File: config.mk
export PLATFORM = sky130hd
export DESIGN_NAME = uart_rx
export DESIGN_NICKNAME = d
export VERILOG_FILES = /design/src/rtl/uart_rx.sv
export SDC_FILE = /design/constraint.sdc
export NUM_CORES = 1
export LEC_CHECK = 0
export ABC_CLOCK_PERIOD_IN_PS = 1950
export CAP_MARGIN = 5
export CORE_UTILIZATION = 50
export DETAILED_ROUTE_END_ITERATION = 10
export GPL_TIMING_DRIVEN = 0
export PLACE_DENSITY = 0.7
export SLEW_MARGIN = 20
export SYNTH_ARGS = -nofsm -noshare
export SYNTH_HDL_FRONTEND = slang
export SYNTH_SLANG_ARGS = --single-unit
export TNS_END_PERCENT = 30
File: constraint.sdc
create_clock -name clk -period 1.95 [get_ports clk]
set_input_delay 0.39 -clock clk [delete_from_list [all_inputs] [get_ports clk]]
set_output_delay 0.39 -clock clk [all_outputs]
set_load 0.01 [all_outputs]
File: src/rtl/uart_rx.sv
// uart_rx: 8N1 serial receiver with 2-FF input synchronizer, glitch-rejecting start detect and stop-bit check.
// Latency: byte and ready strobe appear 1 clock after the stop-bit sample; the pin-to-rxs sync adds 2 clocks.
// Backpressure: none; rx_data_ready is a fixed RDY_CYCLES strobe and rx_data holds until the next good frame.
module uart_rx #(
  parameter int CLK_FREQ   = 50_000_000,
  parameter int BAUD       = 115200,
  parameter int RDY_CYCLES = 4
) (
  input  logic       clk,
  input  logic       reset,
  input  logic       rx,
  output logic [7:0] rx_data,
  output logic       rx_data_ready,
  output logic       frame_error,
  output logic       busy
);

  localparam int CLKS_PER_BIT = (CLK_FREQ + BAUD / 2) / BAUD;
  localparam int HALF_BIT     = CLKS_PER_BIT / 2;
  localparam int TW           = $clog2(CLKS_PER_BIT);
  localparam int RW           = $clog2(RDY_CYCLES);

  localparam logic [TW-1:0] BIT_LAST  = TW'(CLKS_PER_BIT - 1);
  localparam logic [TW-1:0] HALF_LAST = TW'(HALF_BIT - 1);
  localparam logic [RW-1:0] RDY_LAST  = RW'(RDY_CYCLES - 1);

  typedef enum logic [2:0] {
    WAIT_IDLE,
    IDLE,
    START,
    DATA,
    STOP
  } state_t;

  logic          rx_meta;
  logic          rxs;
  logic          rx_prev;
  logic          start_fall;
  state_t        state;
  logic [TW-1:0] timer;
  logic [2:0]    bit_idx;
  logic [7:0]    shift;
  logic [RW-1:0] rdy_cnt;

  // Every entry into IDLE follows a cycle with rxs=1, so the first low
  // sample seen in IDLE is always this falling edge.
  assign start_fall = rx_prev & ~rxs;

  // Two-flop synchronizer for the asynchronous line plus one edge register; idle level is 1.
  always_ff @(posedge clk or posedge reset) begin
    if (reset) begin
      rx_meta <= 1'b1;
      rxs     <= 1'b1;
      rx_prev <= 1'b1;
    end else begin
      rx_meta <= rx;
      rxs     <= rx_meta;
      rx_prev <= rxs;
    end
  end

  // Receive FSM with registered outputs; the ready strobe counts down alongside it.
  always_ff @(posedge clk or posedge reset) begin
    if (reset) begin
      state         <= WAIT_IDLE;
      timer         <= '0;
      bit_idx       <= '0;
      shift         <= '0;
      rdy_cnt       <= '0;
      rx_data       <= '0;
      rx_data_ready <= 1'b0;
      frame_error   <= 1'b0;
      busy          <= 1'b0;
    end else begin
      frame_error <= 1'b0;

      if (rx_data_ready) begin
        if (rdy_cnt == '0) rx_data_ready <= 1'b0;
        else               rdy_cnt       <= rdy_cnt - 1'b1;
      end

      case (state)
        WAIT_IDLE: begin
          if (rxs) state <= IDLE;
        end

        IDLE: begin
          if (start_fall) begin
            timer <= '0;
            busy  <= 1'b1;
            state <= START;
          end
        end

        START: begin
          if (timer == HALF_LAST) begin
            timer <= '0;
            if (rxs) begin
              busy  <= 1'b0;
              state <= IDLE;
            end else begin
              bit_idx <= '0;
              state   <= DATA;
            end
          end else begin
            timer <= timer + 1'b1;
          end
        end

        DATA: begin
          if (timer == BIT_LAST) begin
            timer   <= '0;
            shift   <= {rxs, shift[7:1]};
            bit_idx <= bit_idx + 3'd1;
            if (bit_idx == 3'd7) state <= STOP;
          end else begin
            timer <= timer + 1'b1;
          end
        end

        STOP: begin
          if (timer == BIT_LAST) begin
            timer <= '0;
            busy  <= 1'b0;
            if (rxs) begin
              rx_data       <= shift;
              rx_data_ready <= 1'b1;
              rdy_cnt       <= RDY_LAST;
              state         <= IDLE;
            end else begin
              frame_error <= 1'b1;
              state       <= WAIT_IDLE;
            end
          end else begin
            timer <= timer + 1'b1;
          end
        end

        default: state <= WAIT_IDLE;
      endcase
    end
  end

endmodule

[After elaboration in Yosys (flattened, before gate mapping)]
Cells that the tools add are included.
Storage, ports and cells
  bits in registers: 39
  output and inout port bits: 11
  input port bits: 3
  logic and storage cells: 79
Operators by class
  $add $sub $neg: 3
  bitwise logic cells: 2
  reduce and logical (&&, ||, !) cells: 12
  eq/ne operators: 15
  muxes and demuxes: 35
Operator list (count)
  $mux 3: 9
  $mux 9: 3
  $pmux 9 s3: 1
  $ne 2x2->1 const B: 8
  $pmux 3 s5: 1
  $mux 1: 13
  $mux 2: 6
  $add 9x1->9 const B: 1
  $eq 9x8->1 const B: 1
  $eq 9x9->1 const B: 1
  $eq 3x2->1 const B: 2
  $eq 3x3->1 const B: 2
  $pmux 3 s2: 1
  $reduce_and 6->1: 1
  $reduce_bool 3->1: 2
  $reduce_and 5->1: 1
  $reduce_and 2->1: 2
  $reduce_and 4->1: 1
  $add 3x1->3 const B: 1
  $eq 3x1->1 const B: 1
  $logic_not 3->1: 1
  $pmux 1 s3: 1
  $reduce_and 3->1: 1
  $logic_not 2->1: 1
  5 further kinds: 5

[Depth between registers and ports, before layout]
  depth in word-level cells: 6
  gate-level depth with buffers: 7
  mapped depth without buffers: 7

[Worst setup path after synthesis]
Ideal clock, no wire load.
  path type: register to register
  start: register timer[1]
  end: register rx_data[0]
  arrival: 1552 ps
  clock period less this slack: 1677 ps
  path slack: 273 ps
  data required time: 1825 ps
  path buffers: 1
  stages on the path, launching flop included: 8
  library setup time: 125 ps
  cells stage by stage: dfrtp_1 inv_1 ha_1 nand4bb_4 nor2_4 nand3_2 buf_6 mux2_4
On the way
  longest elaborated chain between the ends: 2
RTL lines
  start: declaration: RTL line 40  | logic [TW-1:0] timer;
  start signal: assignment: RTL line 106  | timer <= timer + 1'b1;
  start signal: assignment: RTL line 117  | timer <= timer + 1'b1;
  start signal: assignment: RTL line 135  | timer <= timer + 1'b1;
  $eq 9x9->1: RTL line 122  | if (timer == BIT_LAST) begin
  $reduce_and 3->1 (no line)
  end signal: assignment: RTL line 126  | rx_data <= shift;
  end: declaration: RTL line 12  | output logic [7:0] rx_data,
Every way passes these cells.
A chain may end at the register's enable or synchronous reset.

[Worst setup path after layout]
  start: register timer[1]
  end: register rx_data[1]
The elaborated chain is that of the path after synthesis.

==> impl_metrics.toml <==
[logic_synthesis]
synth-edff-count = 0
yosys.area.top_type_share_pct = 46.2
synthArstFlopShare_pct = 100
synth_flop_cell = "dfrtp_1"
synth-seq-area-share_pct = 50.3
ys_ff_latch = 39
synthTopCellsByArea = "dfrtp_1 46%, nand2_1 6.6%, mux2_4 5.4%"
yosysWarningCount = 0
syn-num-nets = 182
syn_avg_cell_area_um2 = 11.2
yosysTopAreaCell = "dfrtp_1"
syn_area_um2 = 1950
synth_cell_types = 47
synthCells = 174

[timing]
fin_crit_ns = 1.84
rsz0062_at_grt = "no"
setup_viol = 0
hold_viol_final = 0
fin_skew_ns = 0.00668
tightest_slew_ns = 0.561
fin_ws_ns = 0.105
finalCritPeriodShare_pct = 94.6
max_freq_ghz = 0.542
relSlewSlack_pct = 62.3
slew_viol_final = 0

[power_and_ir_drop]
peakVddDrop_v = 0.000717
p_leak_nw = 1.10
p_per_area_nw_per_um2 = 1050

[placement]
hpwlAfterDp_um = 2500
dpl.cell_count = 236
post-place-ws_ns = 0.111
port_buffers = 13
gp_congestion = 0.828

[global_route]
grt_start_max_net_pins = 21
grt_pass1_wl_um = 5970
grt_pass1_vias = 1288
gr-total-overflow = 0
antenna_found_initial = 0
grt_usage_pct = 18.8

[critical_path]
timing.rr.start = "timer[1]"
cp-end-kind = "register"
path_cells = "inv_1 > ha_1 > nand4bb_4 > nor2_4 > nand3_2 > buf_6 > mux2_4"
critPathLaunchType = "register"
crit_fanout = 10
rrSetupSlack_ns = 0.11
crit_family = "simple AND/OR/NAND/NOR gates"
cp.buffers_inverters = 2
timing.rr.end = "rx_data[1]"
max_stage_delay_ns = 0.41
cp_slowest_cell = "dfrtp_1"
r2r_cells = 7
cp.arrival_ns = 2.02
critPathRequiredTime_ns = 2.13
critical_path_class = "reg -> reg"

[finish]
areaGrowthSynthToFinish_pct = 18.2
final_util_pct = 62.4
nets = 203
fin_cells = 244
num_antenna_cells = 0
drive_above_1_share_pct = 21.4

[floorplanning]
dieWidth_um = 64.4
design.die.area_um2 = 4150
coreArea_um2 = 3690
io_pins = 14
die_h_um = 64.4
start_util_pct = 52.8
num_rows = 22

[clock_network]
cts_htree_levels = 2
clkSinkCount = 39
hold_buffers = 0
cts_tree = "done"
clk_pin_slew_ns = 0.08
insertion_delay_ns = 0.29
cts_root_buf = "clkbuf_8"
clockBufferDepth = 2
cts_inserted_buffers = 5

[route]
drc = 0
vias = 1318
avgViaCountPerCell = 5.40
routed_wl_um = 3490
dr.first_iter.drc_count = 82
post_drt_wl_per_cell_um = 14.3
antenna_left = 0
drt-pass1-iter-count = 4

[min_path]
min_path_cells = 0
holdPathEnd = "rxs"
hold_start = "rx_meta"
hp-class = "reg -> reg"

[run]
cap_violations = 0

[run_status]
status = "completed"
cell families after synthesis:
kind of cell               count (synthesis)  share of synthesized area [%]
and+or+nand+nor                           81                           24.3
AOI/OAI and AO/OA                         26                           9.89
adders and majority gates                  5                           3.21
xor gates and xnor gates                   4                           1.80
DFF                                       39                           50.3
muxes                                      8                           5.97
buffers and inverters                     11                           4.50
routing by layer:
metal,track usage [%],routed length (µm),up-vias
met5,0,0,-
met2,32.6,1800,16
met3,3.17,77,5
met4,7.50,49,0
li1,-,-,644
met1,23.1,1560,653
how the worst max path moves through the flow:
stage	cells after the start	from	slack, ns	end
global placement	2	reset	-0.10	state[0]
detailed placement	7	timer[1]	0.11	shift[5]
CTS	7	timer[1]	0.05	shift[5]
finish	7	timer[1]	0.11	rx_data[1]
global route	7	timer[1]	0.007	timer[3]
floorplan	7	timer[1]	0.27	rx_data[0]
timing repair:
action / CTS / global route
gates resized for setup: 0 / 1
setup buffers: 0 / 0
setup endpoints to repair: 0 / 10
cell type report:
cell class / instances / area [µm²]
clock buffers: 6 / 72.6
well taps: 48 / 60.1
plain buffers: 6 / 68.8
multi-input cells: 124 / 886
inverters: 5 / 18.8
repair buffers: 14 / 158
clock inverters: 2 / 60.1
flip-flops and latches: 39 / 980
fillers: 310 / 1390
cells in the final DEF, fill, tap and decap left out, types with 2 or more instances in the layout:
cell type        instances
a21oi_1                  3
a22o_1                   2
and3_1                   2
buf_6                    3
bufinv_16                2
clkbuf_8                 5
clkdlybuf4s50_1         13
dfrtp_1                 36
dfstp_2                  3
ha_1                     5
inv_1                    3
inv_2                    2
mux2_4                   7
nand2_1                 34
nand3_1                  5
nand3_2                  2
nand3b_1                 2
nand4_1                  4
nor2_1                  15
nor3_1                   2
o21ai_0                  6
o21ai_1                  7
xor2_1                   4
power breakdown:
part           total [mW]  switching, mW  internal, mW
logic               0.571          0.292         0.279
clock network       0.789          0.277         0.511
registers            1.07          0.149         0.920
total                2.43          0.719          1.71
cell usage after synthesis (all sizes together) (2+ instances only):
cell,number
nand4b,2
nand3b,2
dfstp,3
inv,5
o21ai,14
xor2,4
and3,3
mux2,8
nor3b,2
a22o,2
nor4,2
nand2,34
dfrtp,36
a21oi,4
nor3,3
o211ai,2
nand3,7
nand4,4
buf,5
ha,5
nor2,16
state kept, by name, summed over array words and instances, names as in the netlist:
| name | cells |
|---|---|
| rx_data | 8 |
| rx_prev | 1 |
| rxs | 1 |
| timer | 9 |
| rx_meta | 1 |
| shift | 8 |
| rx_data_ready | 1 |
| rdy_cnt | 2 |
| bit_idx | 3 |
| busy | 1 |
| state | 3 |
| frame_error | 1 |
stage by stage:
stage               power (mW)  TNS, ns  cell area, µm²  hold slack (ns)
CTS                       2.44        0            2300            0.360
global placement          1.62    -3.71            2140            0.349
detailed placement        1.66        0            2170            0.350
finish                    2.43        0            2300            0.358
global route              2.56        0            2300            0.365
floorplan                 1.51        0            1950            0.345
(Power assumes the default switching activity.)
